[config.mk]
export PLATFORM = sky130hd
export DESIGN_NAME = ahbl_byte_mailbox_flat
export DESIGN_NICKNAME = d
export VERILOG_FILES = /design/src/rtl/ahbl_byte_mailbox_pkg.sv /design/src/rtl/ahbl_byte_mailbox_if.sv /design/src/rtl/ahbl_byte_mailbox_fifo.sv /design/src/rtl/ahbl_byte_mailbox.sv /design/src/flat_wrapper.sv
export SDC_FILE = /design/constraint.sdc
export NUM_CORES = 1
export LEC_CHECK = 0
export BUFFER_PORTS_ARGS = -buffer_cell sky130_fd_sc_hd__clkbuf_2
export CAP_MARGIN = 30
export CORE_UTILIZATION = 44
export DETAILED_ROUTE_END_ITERATION = 8
export GPL_ROUTABILITY_DRIVEN = 0
export PLACE_DENSITY = 0.6
export SYNTH_ARGS = -nofsm -noshare
export SYNTH_HDL_FRONTEND = slang
export SYNTH_SLANG_ARGS = --single-unit
[constraint.sdc]
create_clock -name HCLK -period 4.38 [get_ports HCLK]
set_clock_uncertainty 0.2 [all_clocks]
set_input_delay 0.438 -clock HCLK [delete_from_list [all_inputs] [get_ports HCLK]]
set_output_delay 0.438 -clock HCLK [all_outputs]
set_load 0.005 [all_outputs]
[src/rtl/ahbl_byte_mailbox_pkg.sv]
// Shared constants and types for the AHB-Lite byte mailbox.
// Register offsets, AHB encodings, bit indices, response states.
package ahbl_mbox_pkg;

  localparam logic [7:0] OFF_DATA    = 8'h00;
  localparam logic [7:0] OFF_STATUS  = 8'h04;
  localparam logic [7:0] OFF_CTRL    = 8'h08;
  localparam logic [7:0] OFF_SCRATCH = 8'h0C;

  localparam logic [1:0] HTRANS_IDLE   = 2'b00;
  localparam logic [1:0] HTRANS_BUSY   = 2'b01;
  localparam logic [1:0] HTRANS_NONSEQ = 2'b10;
  localparam logic [1:0] HTRANS_SEQ    = 2'b11;

  localparam logic [2:0] HSIZE_WORD = 3'b010;

  localparam int ST_TX_FULL  = 0;
  localparam int ST_TX_EMPTY = 1;
  localparam int ST_RX_EMPTY = 2;
  localparam int ST_RX_FULL  = 3;
  localparam int ST_RX_OVF   = 4;

  localparam int CTRL_RX_IE   = 0;
  localparam int CTRL_TXE_IE  = 1;
  localparam int CTRL_OVF_IE  = 2;
  localparam int CTRL_CLR_OVF = 8;
  localparam int CTRL_FLUSH   = 9;

  typedef enum logic [1:0] {
    RSP_OK,
    RSP_ERR1,
    RSP_ERR2
  } rsp_t;

endpackage

[src/rtl/ahbl_byte_mailbox_if.sv]
// AHB-Lite bus bundle between a master/interconnect and the mailbox.
// HREADYIN is the bus-wide ready returned by the interconnect.
interface ahbl_byte_mailbox_if;
  logic        HSEL;
  logic [31:0] HADDR;
  logic [1:0]  HTRANS;
  logic [2:0]  HSIZE;
  logic        HWRITE;
  logic [31:0] HWDATA;
  logic        HREADYIN;
  logic        HREADYOUT;
  logic        HRESP;
  logic [31:0] HRDATA;

  modport master (
    output HSEL, HADDR, HTRANS,
    output HSIZE, HWRITE, HWDATA,
    input  HREADYIN, HREADYOUT,
    input  HRESP, HRDATA
  );

  modport slave (
    input  HSEL, HADDR, HTRANS,
    input  HSIZE, HWRITE, HWDATA,
    input  HREADYIN,
    output HREADYOUT, HRESP, HRDATA
  );
endinterface

[src/rtl/ahbl_byte_mailbox_fifo.sv]
// First-word-fall-through byte FIFO with flush and occupancy count.
// A push into a full FIFO is taken only alongside a pop.
module mbox_byte_fifo #(
  parameter int DEPTH = 16
) (
  input  logic                   clk,
  input  logic                   rst_n,
  input  logic                   flush,
  input  logic                   push,
  input  logic                   pop,
  input  logic [7:0]             wdata,
  output logic [7:0]             rdata,
  output logic [$clog2(DEPTH):0] count,
  output logic                   full,
  output logic                   empty
);
  localparam int AW = $clog2(DEPTH);
  localparam int CW = AW + 1;

  logic [7:0]    mem [DEPTH];
  logic [AW-1:0] wr_ptr;
  logic [AW-1:0] rd_ptr;
  logic          do_push;
  logic          do_pop;

  assign full    = (count == CW'(DEPTH));
  assign empty   = (count == '0);
  assign do_pop  = pop & !empty;
  assign do_push = push & (!full | do_pop);
  assign rdata   = mem[rd_ptr];

  always_ff @(posedge clk) begin
    if (do_push & !flush)
      mem[wr_ptr] <= wdata;
  end

  always_ff @(posedge clk or negedge rst_n) begin
    if (!rst_n) begin
      wr_ptr <= '0;
      rd_ptr <= '0;
      count  <= '0;
    end else if (flush) begin
      wr_ptr <= '0;
      rd_ptr <= '0;
      count  <= '0;
    end else begin
      if (do_push)
        wr_ptr <= wr_ptr + AW'(1);
      if (do_pop)
        rd_ptr <= rd_ptr + AW'(1);
      count <= count + CW'(do_push)
                     - CW'(do_pop);
    end
  end
endmodule

[src/rtl/ahbl_byte_mailbox.sv]
// AHB-Lite MMIO mailbox: byte TX/RX FIFOs, status, control, scratch.
// Zero-wait OKAY responses; errors take the two-cycle ERROR sequence.
module ahbl_byte_mailbox
  import ahbl_mbox_pkg::*;
#(
  parameter int FIFO_DEPTH = 16,
  parameter int DEC_BITS   = 8
) (
  input  logic       HCLK,
  input  logic       HRESETN,
  ahbl_byte_mailbox_if.slave bus,
  output logic [7:0] tx_data,
  output logic       tx_valid,
  input  logic       tx_ready,
  input  logic [7:0] rx_data,
  input  logic       rx_valid,
  output logic       irq
);
  localparam int CW = $clog2(FIFO_DEPTH) + 1;

  rsp_t                rsp;
  logic                dp_ok;
  logic                dp_wr;
  logic [DEC_BITS-1:0] dp_off;
  logic [DEC_BITS-1:0] off;
  logic [2:0]          ctrl;
  logic [31:0]         scratch;
  logic                ovf;
  logic [31:0]         status;
  logic [CW-1:0]       tx_cnt, rx_cnt;
  logic                tx_full, tx_empty;
  logic                rx_full, rx_empty;
  logic [7:0]          rx_head;

  logic accept, err, tx_full_nxt;
  logic is_data, is_stat, is_ctrl, is_scr;
  logic d_data, d_stat, d_ctrl, d_scr;
  logic wr_data, rd_data, wr_ctrl, wr_scr;
  logic tx_pop, rx_pop, flush;
  logic ovf_set, ovf_clr;
  logic unused_ok;

  assign unused_ok = ^{bus.HADDR[31:DEC_BITS],
                       bus.HTRANS[0]};

  assign accept  = bus.HSEL & bus.HTRANS[1]
                 & bus.HREADYIN;
  assign off     = bus.HADDR[DEC_BITS-1:0];
  assign is_data = off == DEC_BITS'(OFF_DATA);
  assign is_stat = off == DEC_BITS'(OFF_STATUS);
  assign is_ctrl = off == DEC_BITS'(OFF_CTRL);
  assign is_scr  = off == DEC_BITS'(OFF_SCRATCH);

  assign d_data = dp_off == DEC_BITS'(OFF_DATA);
  assign d_stat = dp_off == DEC_BITS'(OFF_STATUS);
  assign d_ctrl = dp_off == DEC_BITS'(OFF_CTRL);
  assign d_scr  = dp_off == DEC_BITS'(OFF_SCRATCH);

  assign wr_data = dp_ok & dp_wr & d_data;
  assign rd_data = dp_ok & !dp_wr & d_data;
  assign wr_ctrl = dp_ok & dp_wr & d_ctrl;
  assign wr_scr  = dp_ok & dp_wr & d_scr;

  assign tx_valid = !tx_empty;
  assign tx_pop   = tx_valid & tx_ready;
  assign rx_pop   = rd_data & !rx_empty;
  assign flush    = wr_ctrl & bus.HWDATA[CTRL_FLUSH];
  assign ovf_clr  = wr_ctrl & bus.HWDATA[CTRL_CLR_OVF];
  assign ovf_set  = rx_valid & rx_full & !rx_pop;

  // TX fullness as seen by the upcoming data phase
  assign tx_full_nxt = !flush &
    ((tx_full & !tx_pop) |
     ((tx_cnt == CW'(FIFO_DEPTH - 1))
      & wr_data & !tx_pop));

  assign err = (bus.HADDR[1:0] != 2'b00)
             | !(is_data | is_stat | is_ctrl | is_scr)
             | ((is_ctrl | is_scr)
                & (bus.HSIZE != HSIZE_WORD))
             | (is_stat & bus.HWRITE)
             | (is_data & bus.HWRITE & tx_full_nxt);

  always_ff @(posedge HCLK or negedge HRESETN) begin
    if (!HRESETN) begin
      rsp           <= RSP_OK;
      bus.HREADYOUT <= 1'b1;
      bus.HRESP     <= 1'b0;
      dp_ok         <= 1'b0;
      dp_wr         <= 1'b0;
      dp_off        <= '0;
    end else begin
      dp_ok <= 1'b0;
      unique case (rsp)
        RSP_ERR1: begin
          rsp           <= RSP_ERR2;
          bus.HREADYOUT <= 1'b1;
          bus.HRESP     <= 1'b1;
        end
        default: begin
          if (accept & err) begin
            rsp           <= RSP_ERR1;
            bus.HREADYOUT <= 1'b0;
            bus.HRESP     <= 1'b1;
          end else begin
            rsp           <= RSP_OK;
            bus.HREADYOUT <= 1'b1;
            bus.HRESP     <= 1'b0;
            dp_ok         <= accept;
          end
          if (accept) begin
            dp_off <= off;
            dp_wr  <= bus.HWRITE;
          end
        end
      endcase
    end
  end

  always_ff @(posedge HCLK or negedge HRESETN) begin
    if (!HRESETN) begin
      ctrl    <= '0;
      scratch <= '0;
      ovf     <= 1'b0;
      irq     <= 1'b0;
    end else begin
      if (wr_ctrl)
        ctrl <= bus.HWDATA[2:0];
      if (wr_scr)
        scratch <= bus.HWDATA;
      if (ovf_set)
        ovf <= 1'b1;
      else if (ovf_clr)
        ovf <= 1'b0;
      irq <= (ctrl[CTRL_RX_IE] & !rx_empty)
           | (ctrl[CTRL_TXE_IE] & tx_empty)
           | (ctrl[CTRL_OVF_IE] & ovf);
    end
  end

  always_comb begin
    status              = '0;
    status[ST_TX_FULL]  = tx_full;
    status[ST_TX_EMPTY] = tx_empty;
    status[ST_RX_EMPTY] = rx_empty;
    status[ST_RX_FULL]  = rx_full;
    status[ST_RX_OVF]   = ovf;
    status[15:8]        = 8'(tx_cnt);
    status[23:16]       = 8'(rx_cnt);
  end

  always_comb begin
    bus.HRDATA = '0;
    if (dp_ok & !dp_wr) begin
      unique case (1'b1)
        d_data: bus.HRDATA = rx_empty ? '0
                           : {24'b0, rx_head};
        d_stat: bus.HRDATA = status;
        d_ctrl: bus.HRDATA = {29'b0, ctrl};
        d_scr:  bus.HRDATA = scratch;
        default: bus.HRDATA = '0;
      endcase
    end
  end

  mbox_byte_fifo #(.DEPTH(FIFO_DEPTH)) u_tx (
    .clk   (HCLK),
    .rst_n (HRESETN),
    .flush (flush),
    .push  (wr_data),
    .pop   (tx_pop),
    .wdata (bus.HWDATA[7:0]),
    .rdata (tx_data),
    .count (tx_cnt),
    .full  (tx_full),
    .empty (tx_empty)
  );

  mbox_byte_fifo #(.DEPTH(FIFO_DEPTH)) u_rx (
    .clk   (HCLK),
    .rst_n (HRESETN),
    .flush (flush),
    .push  (rx_valid),
    .pop   (rx_pop),
    .wdata (rx_data),
    .rdata (rx_head),
    .count (rx_cnt),
    .full  (rx_full),
    .empty (rx_empty)
  );
endmodule

[src/flat_wrapper.sv]
// flat-port wrapper written by rule: the top's interface ports become plain ports
module ahbl_byte_mailbox_flat import ahbl_mbox_pkg::*;
#(
  parameter int FIFO_DEPTH = 16,
  parameter int DEC_BITS   = 8
)
  (HCLK, HRESETN, tx_data, tx_valid, tx_ready, rx_data, rx_valid, irq, bus_HSEL, bus_HADDR, bus_HTRANS, bus_HSIZE, bus_HWRITE, bus_HWDATA, bus_HREADYIN, bus_HREADYOUT, bus_HRESP, bus_HRDATA);
  ahbl_byte_mailbox_if bus_i ();
  input  logic HCLK;
  input  logic HRESETN;
  output logic [7:0] tx_data;
  output logic tx_valid;
  input  logic tx_ready;
  input  logic [7:0] rx_data;
  input  logic rx_valid;
  output logic irq;
  input wire logic [$bits(bus_i.HSEL)-1:0] bus_HSEL;
  input wire logic [$bits(bus_i.HADDR)-1:0] bus_HADDR;
  input wire logic [$bits(bus_i.HTRANS)-1:0] bus_HTRANS;
  input wire logic [$bits(bus_i.HSIZE)-1:0] bus_HSIZE;
  input wire logic [$bits(bus_i.HWRITE)-1:0] bus_HWRITE;
  input wire logic [$bits(bus_i.HWDATA)-1:0] bus_HWDATA;
  input wire logic [$bits(bus_i.HREADYIN)-1:0] bus_HREADYIN;
  output wire logic [$bits(bus_i.HREADYOUT)-1:0] bus_HREADYOUT;
  output wire logic [$bits(bus_i.HRESP)-1:0] bus_HRESP;
  output wire logic [$bits(bus_i.HRDATA)-1:0] bus_HRDATA;
  assign bus_i.HSEL = bus_HSEL;
  assign bus_i.HADDR = bus_HADDR;
  assign bus_i.HTRANS = bus_HTRANS;
  assign bus_i.HSIZE = bus_HSIZE;
  assign bus_i.HWRITE = bus_HWRITE;
  assign bus_i.HWDATA = bus_HWDATA;
  assign bus_i.HREADYIN = bus_HREADYIN;
  assign bus_HREADYOUT = bus_i.HREADYOUT;
  assign bus_HRESP = bus_i.HRESP;
  assign bus_HRDATA = bus_i.HRDATA;
  ahbl_byte_mailbox #(.FIFO_DEPTH(FIFO_DEPTH), .DEC_BITS(DEC_BITS)) u_core (.HCLK(HCLK), .HRESETN(HRESETN), .bus(bus_i), .tx_data(tx_data), .tx_valid(tx_valid), .tx_ready(tx_ready), .rx_data(rx_data), .rx_valid(rx_valid), .irq(irq));
endmodule
* Yosys cells after proc, flatten, opt, wreduce, memory -nomap -nowiden
Memory sizes are Yosys's and may differ from the RTL's. Index checks and enable logic that the tools add are counted. Widths: inputs -> output; s select.
Cells by class: add/sub/neg operators 8, eq/ne operators 11, mux-type cells 27, bitwise logic cells 46, reduce and logical (&&, ||, !) cells 20
Operator list (number):
- $pmux 32 s4 | 1
- $and 1x1->1 | 32
- $eq 8x4->1 const B | 4
- $mux 32 | 1
- $mux 4 | 8
- $add 4x1->4 const B | 4
- $eq 8x3->1 const B | 2
- $logic_not 8->1 | 2
- $mux 1 | 13
- $or 1x1->1 | 13
- $reduce_bool 2->1 | 6
- $add 5x1->5 | 2
- $eq 5x5->1 const B | 2
- $logic_not 5->1 | 2
- $mux 5 | 2
- $sub 5x1->5 | 2
- $logic_not 1->1 | 9
- $mux 8 | 1
- $eq 5x4->1 const B | 1
- $ne 3x2->1 const B | 1
- $eq 2x1->1 const B | 1
- $mux 2 | 1
- $reduce_and 2->1 | 1
- $not 1->1 | 1
Word-level totals: register bits after elaboration 77, bits in writable memories 256, input port bits 84, output and inout bits 44, logic and storage cells 130, memories 2
Memories:
- u_core.u_rx.mem | words 16, width 8, rd ports 1, clocked after Yosys merged registers in 0, write ports 1, line ahbl_byte_mailbox_fifo.sv:20 | logic [7:0] mem [DEPTH];
- u_core.u_tx.mem | words 16, width 8, rd ports 1, clocked after Yosys merged registers in 0, write ports 1, line ahbl_byte_mailbox_fifo.sv:20

* Longest topological paths before layout
Gate-level depths: netlist of the first run.
depth in word-level cells 12, depth in mapped cells 15, gate-level depth less buffers 14

* By module
Synthesis of the first run repeated with hierarchy kept, for this count alone.
Unflattened totals: cells, all modules 890, area total of the unflattened synthesis 14446.4 um2
By module, submodules not included:
- mbox_byte_fifo at u_core.u_tx | times used 1, cells each 336, area an instance 5915.7 um2, sequential area each 4169.0 um2
- mbox_byte_fifo at u_core.u_rx | times used 1, cells each 334, area an instance 5910.7 um2, sequential area each 4169.0 um2
- ahbl_byte_mailbox | times used 1, cells each 220, area an instance 2620.0 um2, sequential area each 1277.5 um2

* Least setup slack after synthesis of the first run
No wires, ideal clock.
kind register to register, start point register u_core.u_tx.count[3], end point register u_core.u_tx.count[4], library setup time 78 ps, arrival time 2951 ps, required time 4102 ps, setup slack 1151 ps, stages on the path, launching flop included 16, path buffers 1, cells stage by stage dfrtp_1 -> inv_1 -> ha_1 -> nor3b_1 -> nand3b_1 -> and3_1 -> buf_2 -> inv_1 -> ha_1 -> inv_1 -> ha_1 -> fa_1 -> a21oi_1 -> nor2_1 -> or3_1 -> a21oi_1
Between the ends: cells in the longest elaborated chain, start to end 9, elaborated cells between the ends (all ways) 11, those cells by class add/sub (2); eq/ne (1); mux (1); bitwise (4); reduce/logical (3)
Ends and longest elaborated chain:
- start, declared | line ahbl_byte_mailbox_fifo.sv:13 | output logic [$clog2(DEPTH):0] count,
- start signal, assigned | line ahbl_byte_mailbox_fifo.sv:51 | count <= count + CW'(do_push)
- $logic_not 5->1 | line ahbl_byte_mailbox_fifo.sv:27 | assign empty = (count == '0);
- $logic_not 1->1 | line ahbl_byte_mailbox_fifo.sv:28, ahbl_byte_mailbox.sv:64
- $and 1x1->1 | line ahbl_byte_mailbox.sv:65 | assign tx_pop = tx_valid & tx_ready;
- $and 1x1->1 | line ahbl_byte_mailbox_fifo.sv:28 | assign do_pop = pop & !empty;
- $or 1x1->1 | line ahbl_byte_mailbox_fifo.sv:29 | assign do_push = push & (!full | do_pop);
- $and 1x1->1 | line ahbl_byte_mailbox_fifo.sv:29
- $add 5x1->5 | line ahbl_byte_mailbox_fifo.sv:51
- $sub 5x1->5 * | line ahbl_byte_mailbox_fifo.sv:52 | - CW'(do_pop);
- $mux 5 * | line ahbl_byte_mailbox_fifo.sv:42 | end else if (flush) begin
Mark *: on every way between the ends. The rest lies on a longest branch, timed or not. A chain may end at the register's enable or synchronous reset.

* Final worst setup path of the first run
start point register u_core.u_tx.count[2], end point register u_core.u_tx.count[4]
The elaborated chain is that of the path after synthesis.

==> metrics.md, run 1 <==
| Metric | Value |
|---|---|
| Result of the run | `finished clean` |
| Worst rel slew slack | `0.317` |
| Post-synthesis net count | `just over 900` |
| Post-CTS Setup Inserts | `0` |
| Full die area | `about 0.033 mm^2` |
| Nets@finish | `1,079` |
| Final total negative setup slack | `0 ps` |
| Share of flip-flops with an asynchronous set or reset | `0.231` |
| Count of buffers from port buffering | `around 100` |
| FF/Latch Area | `~0.0096 mm^2` |
| Number of detailed-routing iterations run before antenna repair | `5` |
| Total wire length after detailed routing | `between 30,000 and 40,000 um` |
| Leakage power figure | `around 6.3 nW` |
| Root Buffer | `sky130_fd_sc_hd__clkbuf_16` |
| Hold-critical path depth | `3` |
| Post-synthesis cell area | `between 0.01 and 0.015 mm^2` |
| Time the worst path needs with I/O delays and setup | `between 3000 and 4000 ps` |
| Dpl cells | `approximately 1,300` |
| Placed cell area | `about 0.015 mm^2` |
| # rows | `65` |
| Pin count of the biggest net entering global routing | `50` |
| I/O pin count | `128` |
| Hold violation total from the final report | `0` |
| CTS resizes | `0` |
| Post-detail-place hpwl | `slightly below 20,000 um` |
| Number of inserted filler cells in the final layout | `approximately 2,500` |
| Power density over the cells | `a little under 500 mW/mm^2` |
| Number of cells in the finished layout apart from fillers | `~1,400` |
| Worst IR Drop VDD | `0.349 mV` |
| Worst hold slack | `approximately 27 ps` |
| DP Worst Slack | `788 ps` |
| Critical path type | `flop to flop` |
| Kind of end point of the critical path | `flop` |
| Worst reg2reg path startpoint | `u_core.u_tx.count[2]` |
| Peak fanout along the critical path | `10` |
| Critical R2R Capture | `u_core.u_tx.count[4]` |
| Number of routed nets with antenna violations | `0` |
| CTS sink cnt | `~330` |
| Routed wire length per instance | `21.2 um` |
| Number of buffers inserted during clock tree synthesis | `35` |
| Min-Delay Path Class | `primary input to flop` |
| R2R depth | `14` |
| Kind of start point of the critical path | `flop` |
| Grt total ovfl | `0` |
| Total of warnings raised by yosys | `0` |
| Arrival time at the worst endpoint | `~3900 ps` |
| Proportion of netlist area held by the largest area contributor | `0.535` |
| Total setup violations reported at the end of the flow | `0` |
| Starting Density | `0.452` |
| Endpoint of the worst hold-timing path | `u_core.dp_ok` |
| WP data required | `between 4000 and 5000 ps` |
| Share of the clock period used by the worst path after layout | `0.829` |
| Actual slew at the worst max-slew pin | `1020 ps` |
| Launch point of the worst hold path | `bus_HTRANS[1]` |
| Main area contributors after synthesis | `sky130_fd_sc_hd__edfxtp_1, sky130_fd_sc_hd__dfrtp_1, sky130_fd_sc_hd__mux4_2` |
| Area overhead of the layout relative to synthesis | `17.5%` |
| All-layer global routing usage | `0.187` |
| Number of H-tree branching levels | `2` |
| Ys flop type | `sky130_fd_sc_hd__edfxtp_1` |
| Library cell occupying the most area in the post-synthesis netlist | `sky130_fd_sc_hd__edfxtp_1` |
| Slowest CP cell | `sky130_fd_sc_hd__fa_1` |
| Via count | `about 7,800` |
| FF+latch count, synth | `333` |
| Stage delay of the slowest cell on the critical path | `440 ps` |
| Crit path cell chain | `inv_1 > ha_1 > nor3b_1 > nand3b_1 > and3_1 > inv_1 > ha_1 > inv_1 > ha_1 > fa_1 > a21oi_1 > nor2_1 > or3_1 > a21oi_1` |
| Fmax | `about 0.28 GHz` |
| Maximum buffer depth of the clock tree | `3` |
| Average cell area after synthesis | `between 15 and 20 um^2` |
| Overall die width | `roughly 180 um` |
| First-pass GRT wire length | `~47,000 um` |
| Post-route core utilization | `0.530` |
| Synthesized instance count | `~800` |
| Post-synth cell types | `64` |
| Most instantiated cells after synthesis | `sky130_fd_sc_hd__edfxtp_1, sky130_fd_sc_hd__dfrtp_1, sky130_fd_sc_hd__mux4_2, sky130_fd_sc_hd__mux2_4, sky130_fd_sc_hd__nor2_1` |
| Number of remaining DRC errors | `0` |
| Multi-input combinational cell area | `0.00441 mm^2` |
| RSZ-0062 raised after global routing | `false` |
| Total power consumption of the routed design | `8.32 mW` |
| Area of the core | `approximately 0.032 mm^2` |
| Max-slew violation count | `0` |
| Clock-pin slew reported for the worst setup and hold paths after clock tree synthesis | `60 ps` |
| Vertical extent of the die | `around 180 um` |
| Detailed router's first-iteration violation count | `roughly 530` |
| Number of max-capacitance violations reported | `0` |
| Final WS setup | `roughly 750 ps` |
| Fraction of final layout cells with drive strength greater than 1 | `0.326` |
| EDFF count, synth | `256` |
| Fin area | `about 0.017 mm^2` |
| Clock insertion delay at the later pin of the skew report | `510 ps` |
| Antenna violations before repair | `0` |
| Sequential share of the synthesized area | `0.670` |
| Number of global-route vias before repair | `between 7,000 and 8,000` |
| Clock tree from TritonCTS | `done` |
| Final antenna diode count | `0` |
| Setup slack of the most critical reg-to-reg path | `around 750 ps` |
| Cell with the most instances after synthesis | `sky130_fd_sc_hd__edfxtp_1` |
| Timing startpoint of the critical path | `u_core.u_tx.count[2]` |
| Detailed-route vias per instance | `roughly 5.4` |
## state kept, by name (all words and copies together), names as in the netlist, 2 cells and up
signal,cells
u_core.u_rx.count,5
u_core.dp_off,8
u_core.u_tx.wr_ptr,4
u_core.u_rx.mem,128
u_core.u_tx.mem,128
u_core.ctrl,3
u_core.u_tx.rd_ptr,4
u_core.scratch,32
u_core.u_tx.count,5
u_core.u_rx.wr_ptr,4
u_core.rsp,2
u_core.u_rx.rd_ptr,4
## cells by family after synthesis
kind of cell / Yosys count / synth area share
mux: 130 / 0.165
flops: 333 / 0.670
fa+ha+maj: 25 / 0.0228
compound gates: 66 / 0.0334
xor+xnor: 9 / 0.00549
buf+inv: 72 / 0.0254
simple gates: 175 / 0.0783
## layout make-up
class / instances / area share
well taps: 435 / 0.0323
clock inverters: 15 / 0.00490
multi-input cells: 405 / 0.261
repair buffers: 172 / 0.0684
inverters: 23 / 0.00512
flip-flops and latches: 333 / 0.570
clock buffers: 48 / 0.0579
## placed cells by master, fill, tap and decap left out, drive strengths merged, types with 6 or more instances in the layout
cell type    netlist  layout
dfrtp             76      76
nor2              28      28
nand3             18      18
nor4              10      10
clkinv             0      13
nor4b              9       9
mux4              72      72
buf               26      38
and4              11      11
mux2i             14      14
nor3b             13      13
and3              20      20
nor2b              6       6
a22o               8       8
a21oi             12      12
inv               23      24
dlygate4sd3        0      33
mux2              44      44
o21ai             10      10
edfxtp           256     256
a22oi              7       7
nand2             25      25
clkbuf            23     149
ha                23      23
## per-layer routing
metal / share of wire / vias up / track usage
met3: 0.034 / 38 / 0.0263
met5: 0 / - / 0
li1: - / 3550 / -
met2: 0.49 / 143 / 0.308
met1: 0.46 / 4022 / 0.260
met4: 0.020 / 0 / 0.0534
## critical path, delay by kind of cell (launching register included)
family | cells | cell delay [ps]
DFF | 1 | 430
buffers and inverters | 3 | 230
AOI/OAI and AO/OA | 2 | 290
adders and majority gates | 4 | 920
and+or+nand+nor | 5 | 1500
## power by group
part / switching (mW) / total [mW] / internal [mW] / leakage (nW)
combinational: 0.790 / 1.67 / 0.879 / 2.62
clock: 1.17 / 2.73 / 1.56 / 0.516
sequential: 0.254 / 3.92 / 3.66 / 3.20
total: 2.21 / 8.32 / 6.11 / 6.33
## what timing repair did
item | in CTS | in global routing
endpoints found under the hold margin | 60 | 0
setup endpoints to repair | 0 | 0
hold buffers | 33 | 0
## how the worst max path moves through the flow
stage | to | slack [ps] | depth (start not counted)
6_report | u_core.u_tx.count[4] | 750 | 14
5_1_grt | u_core.u_tx.count[4] | 450 | 14
4_1_cts | bus_HRDATA[5] | 730 | 5
3_5_place_dp | u_core.u_tx.count[4] | 790 | 14
3_3_place_gp | u_core.u_tx.count[4] | 880 | 14
2_1_floorplan | u_core.u_tx.count[4] | 1150 | 15
Note: power is estimated with default switching activity, not from simulation.
==> run 2: changes to the inputs <==
==> constraint.sdc (replaced) <==
create_clock -name HCLK -period 3.6 [get_ports HCLK]
set_clock_uncertainty 0.2 [all_clocks]
set_input_delay 0.36 -clock HCLK [delete_from_list [all_inputs] [get_ports HCLK]]
set_output_delay 0.36 -clock HCLK [all_outputs]
set_load 0.005 [all_outputs]
==> run 2 against run 1 <==
Effect of this change: combinational power grew 25%; sequential cell count is the same; via count is essentially flat; highest routed layer unchanged; largest power group unchanged.
==> metrics.md, run 2 (same netlist as run 1, synthesis figures left out) <==
| Metric | Value |
|---|---|
| Nets@finish | `approximately 1,100` |
| Count of buffers from port buffering | `approximately 100` |
| Final total negative setup slack | `0 ps` |
| Leakage power figure | `around 6.4 nW` |
| Placed cell area | `~0.016 mm^2` |
| Fin area | `between 0.015 and 0.02 mm^2` |
| Count of hold buffers inserted by post-cts repair | `38` |
| Maximum buffer depth of the clock tree | `3` |
| Clock Power Share | `0.332` |
| Total power consumption of the routed design | `~10 mW` |
| Hold-critical path depth | `1` |
| Sw Ratio | `0.264` |
| I/O pin count | `128` |
| Antenna violations before repair | `0` |
| Busiest grt layer | `met2` |
| Number of H-tree branching levels | `2` |
| GR Layer Usage met1 | `0.257` |
| Vertical extent of the die | `183 um` |
| Area of the core | `0.0318 mm^2` |
| Fmax | `0.292 GHz` |
| Min-Delay Path Class | `primary input to flop` |
| Worst reg2reg path startpoint | `u_core.dp_off[1]` |
| Grt total ovfl | `0` |
| Number of cells in the finished layout apart from fillers | `1,447` |
| Worst hold slack | `roughly 68 ps` |
| Clock-pin slew reported for the worst setup and hold paths after clock tree synthesis | `60 ps` |
| Crit path cell chain | `mux4_2 > a22o_1 > a221oi_1 > o21ai_0 > clkbuf_2` |
| Total setup violations reported at the end of the flow | `0` |
| Worst rel slew slack | `0.376` |
| Pin count of the biggest net entering global routing | `between 60 and 70` |
| Result of the run | `finished clean` |
| Launch point of the worst hold path | `rx_data[2]` |
| Critical path type | `flop to output pin` |
| Full die area | `0.0334 mm^2` |
| Arrival time at the worst endpoint | `around 2900 ps` |
| DP Worst Slack | `267 ps` |
| Number of detailed-routing iterations run before antenna repair | `5` |
| Multi-input combinational cell area | `between 0.004 and 0.005 mm^2` |
| Dpl cells | `~1,300` |
| Final antenna diode count | `0` |
| Commonest cells after routing, fill and taps aside | `sky130_fd_sc_hd__edfxtp_1, sky130_fd_sc_hd__clkbuf_2, sky130_fd_sc_hd__dfrtp_1` |
| Clock tree from TritonCTS | `done` |
| # rows | `65` |
| Number of inserted filler cells in the final layout | `approximately 2,500` |
| Setup slack of the most critical reg-to-reg path | `270 ps` |
| FF/Latch Area | `0.00962 mm^2` |
| Power density over the cells | `599 mW/mm^2` |
| Via count | `a little under 8,000` |
| Detailed-route vias per instance | `~5.4` |
| Post-CTS Setup Inserts | `0` |
| Kind of end point of the critical path | `output pin` |
| Clock insertion delay at the later pin of the skew report | `slightly above 500 ps` |
| Max-slew violation count | `0` |
| Routed wire length per instance | `just over 20 um` |
| Area overhead of the layout relative to synthesis | `18.6%` |
| Root Buffer | `sky130_fd_sc_hd__clkbuf_16` |
| Number of remaining DRC errors | `0` |
| Final WS setup | `between 150 and 200 ps` |
| All-layer global routing usage | `0.185` |
| Fraction of final layout cells with drive strength greater than 1 | `0.330` |
| WP data required | `just over 3000 ps` |
| Post-route core utilization | `0.536` |
| CTS sink cnt | `between 300 and 400` |
| Stage delay of the slowest cell on the critical path | `roughly 690 ps` |
| Time the worst path needs with I/O delays and setup | `approximately 3400 ps` |
| Top Registers | `u_core.u_rx.mem: 128 flops, u_core.u_tx.mem: 128 flops, u_core.scratch: 32 flops` |
| Switch Pwr | `about 2.7 mW` |
| Detailed router's first-iteration violation count | `500` |
| Hold violation total from the final report | `0` |
| Internal power summed over all cells | `approximately 7.5 mW` |
| Actual slew at the worst max-slew pin | `932 ps` |
| Post-detail-place hpwl | `a little under 20,000 um` |
| Worst IR Drop VDD | `~0.41 mV` |
| Share of the clock period used by the worst path after layout | `0.950` |
| Overall die width | `183 um` |
| Number of global-route vias before repair | `~8,000` |
| Sequential group share of total power | `0.464` |
| Leading cell type in the layout, fill and taps excluded | `sky130_fd_sc_hd__edfxtp_1` |
| Peak fanout along the critical path | `13` |
| First-pass GRT wire length | `46,800 um` |
| Part of the total power dissipated in combinational logic | `0.204` |
| Kind of start point of the critical path | `flop` |
| CTS resizes | `0` |
| Met3 usage in global routing | `0.0269` |
| Total wire length after detailed routing | `about 30,000 um` |
| Slowest CP cell | `sky130_fd_sc_hd__dfrtp_2` |
| Number of buffers inserted during clock tree synthesis | `36` |
| RSZ-0062 raised after global routing | `false` |
| Timing startpoint of the critical path | `u_core.u_rx.rd_ptr[0]` |
| Starting Density | `0.452` |
| Number of max-capacitance violations reported | `0` |
| Number of routed nets with antenna violations | `0` |
| R2R depth | `12` |
| Global-route track usage on met2 | `0.302` |
==> run 2: cell type report <==
cell class,instances,share of cell area
Timing Repair Buffer,187,0.0768
Multi-Input combinational cell,405,0.259
Inverter,23,0.00507
Sequential cell,333,0.565
Clock buffer,46,0.0563
Tap cell,435,0.0320
Clock inverter,18,0.00661
==> run 2: critical path, delay by kind of cell (launching register included) <==
| kind | cells | cell delay, ps |
|---|---|---|
| mux | 1 | 560 |
| compound gates | 3 | 920 |
| buf+inv | 1 | 170 |
| flops | 1 | 690 |
==> run 2: metal layers <==
metal  up-vias  share of wire
met5         -              0
met1      3989           0.46
met3        48          0.031
met2       140           0.49
met4         0          0.024
li1       3574              -
==> run 2: power by group through the flow <==
stage	registers [mW]	logic (mW)	clock network [mW]
floorplan	4.65	1.60	0
global placement	4.80	2.06	0
detailed placement	4.81	2.08	0
CTS	4.74	2.12	3.47
global route	4.78	2.31	3.63
finish	4.74	2.08	3.38
==> run 2: path summary, 6_finish.rpt <==
check / end
max: bus_HRDATA[5]
min: u_core.u_rx.mem[15][2]
max reg2reg: u_core.u_tx.count[4]
min reg2reg: u_core.scratch[31]
max in group asynchronous: u_core.scratch[7]
min in group asynchronous: u_core.scratch[30]
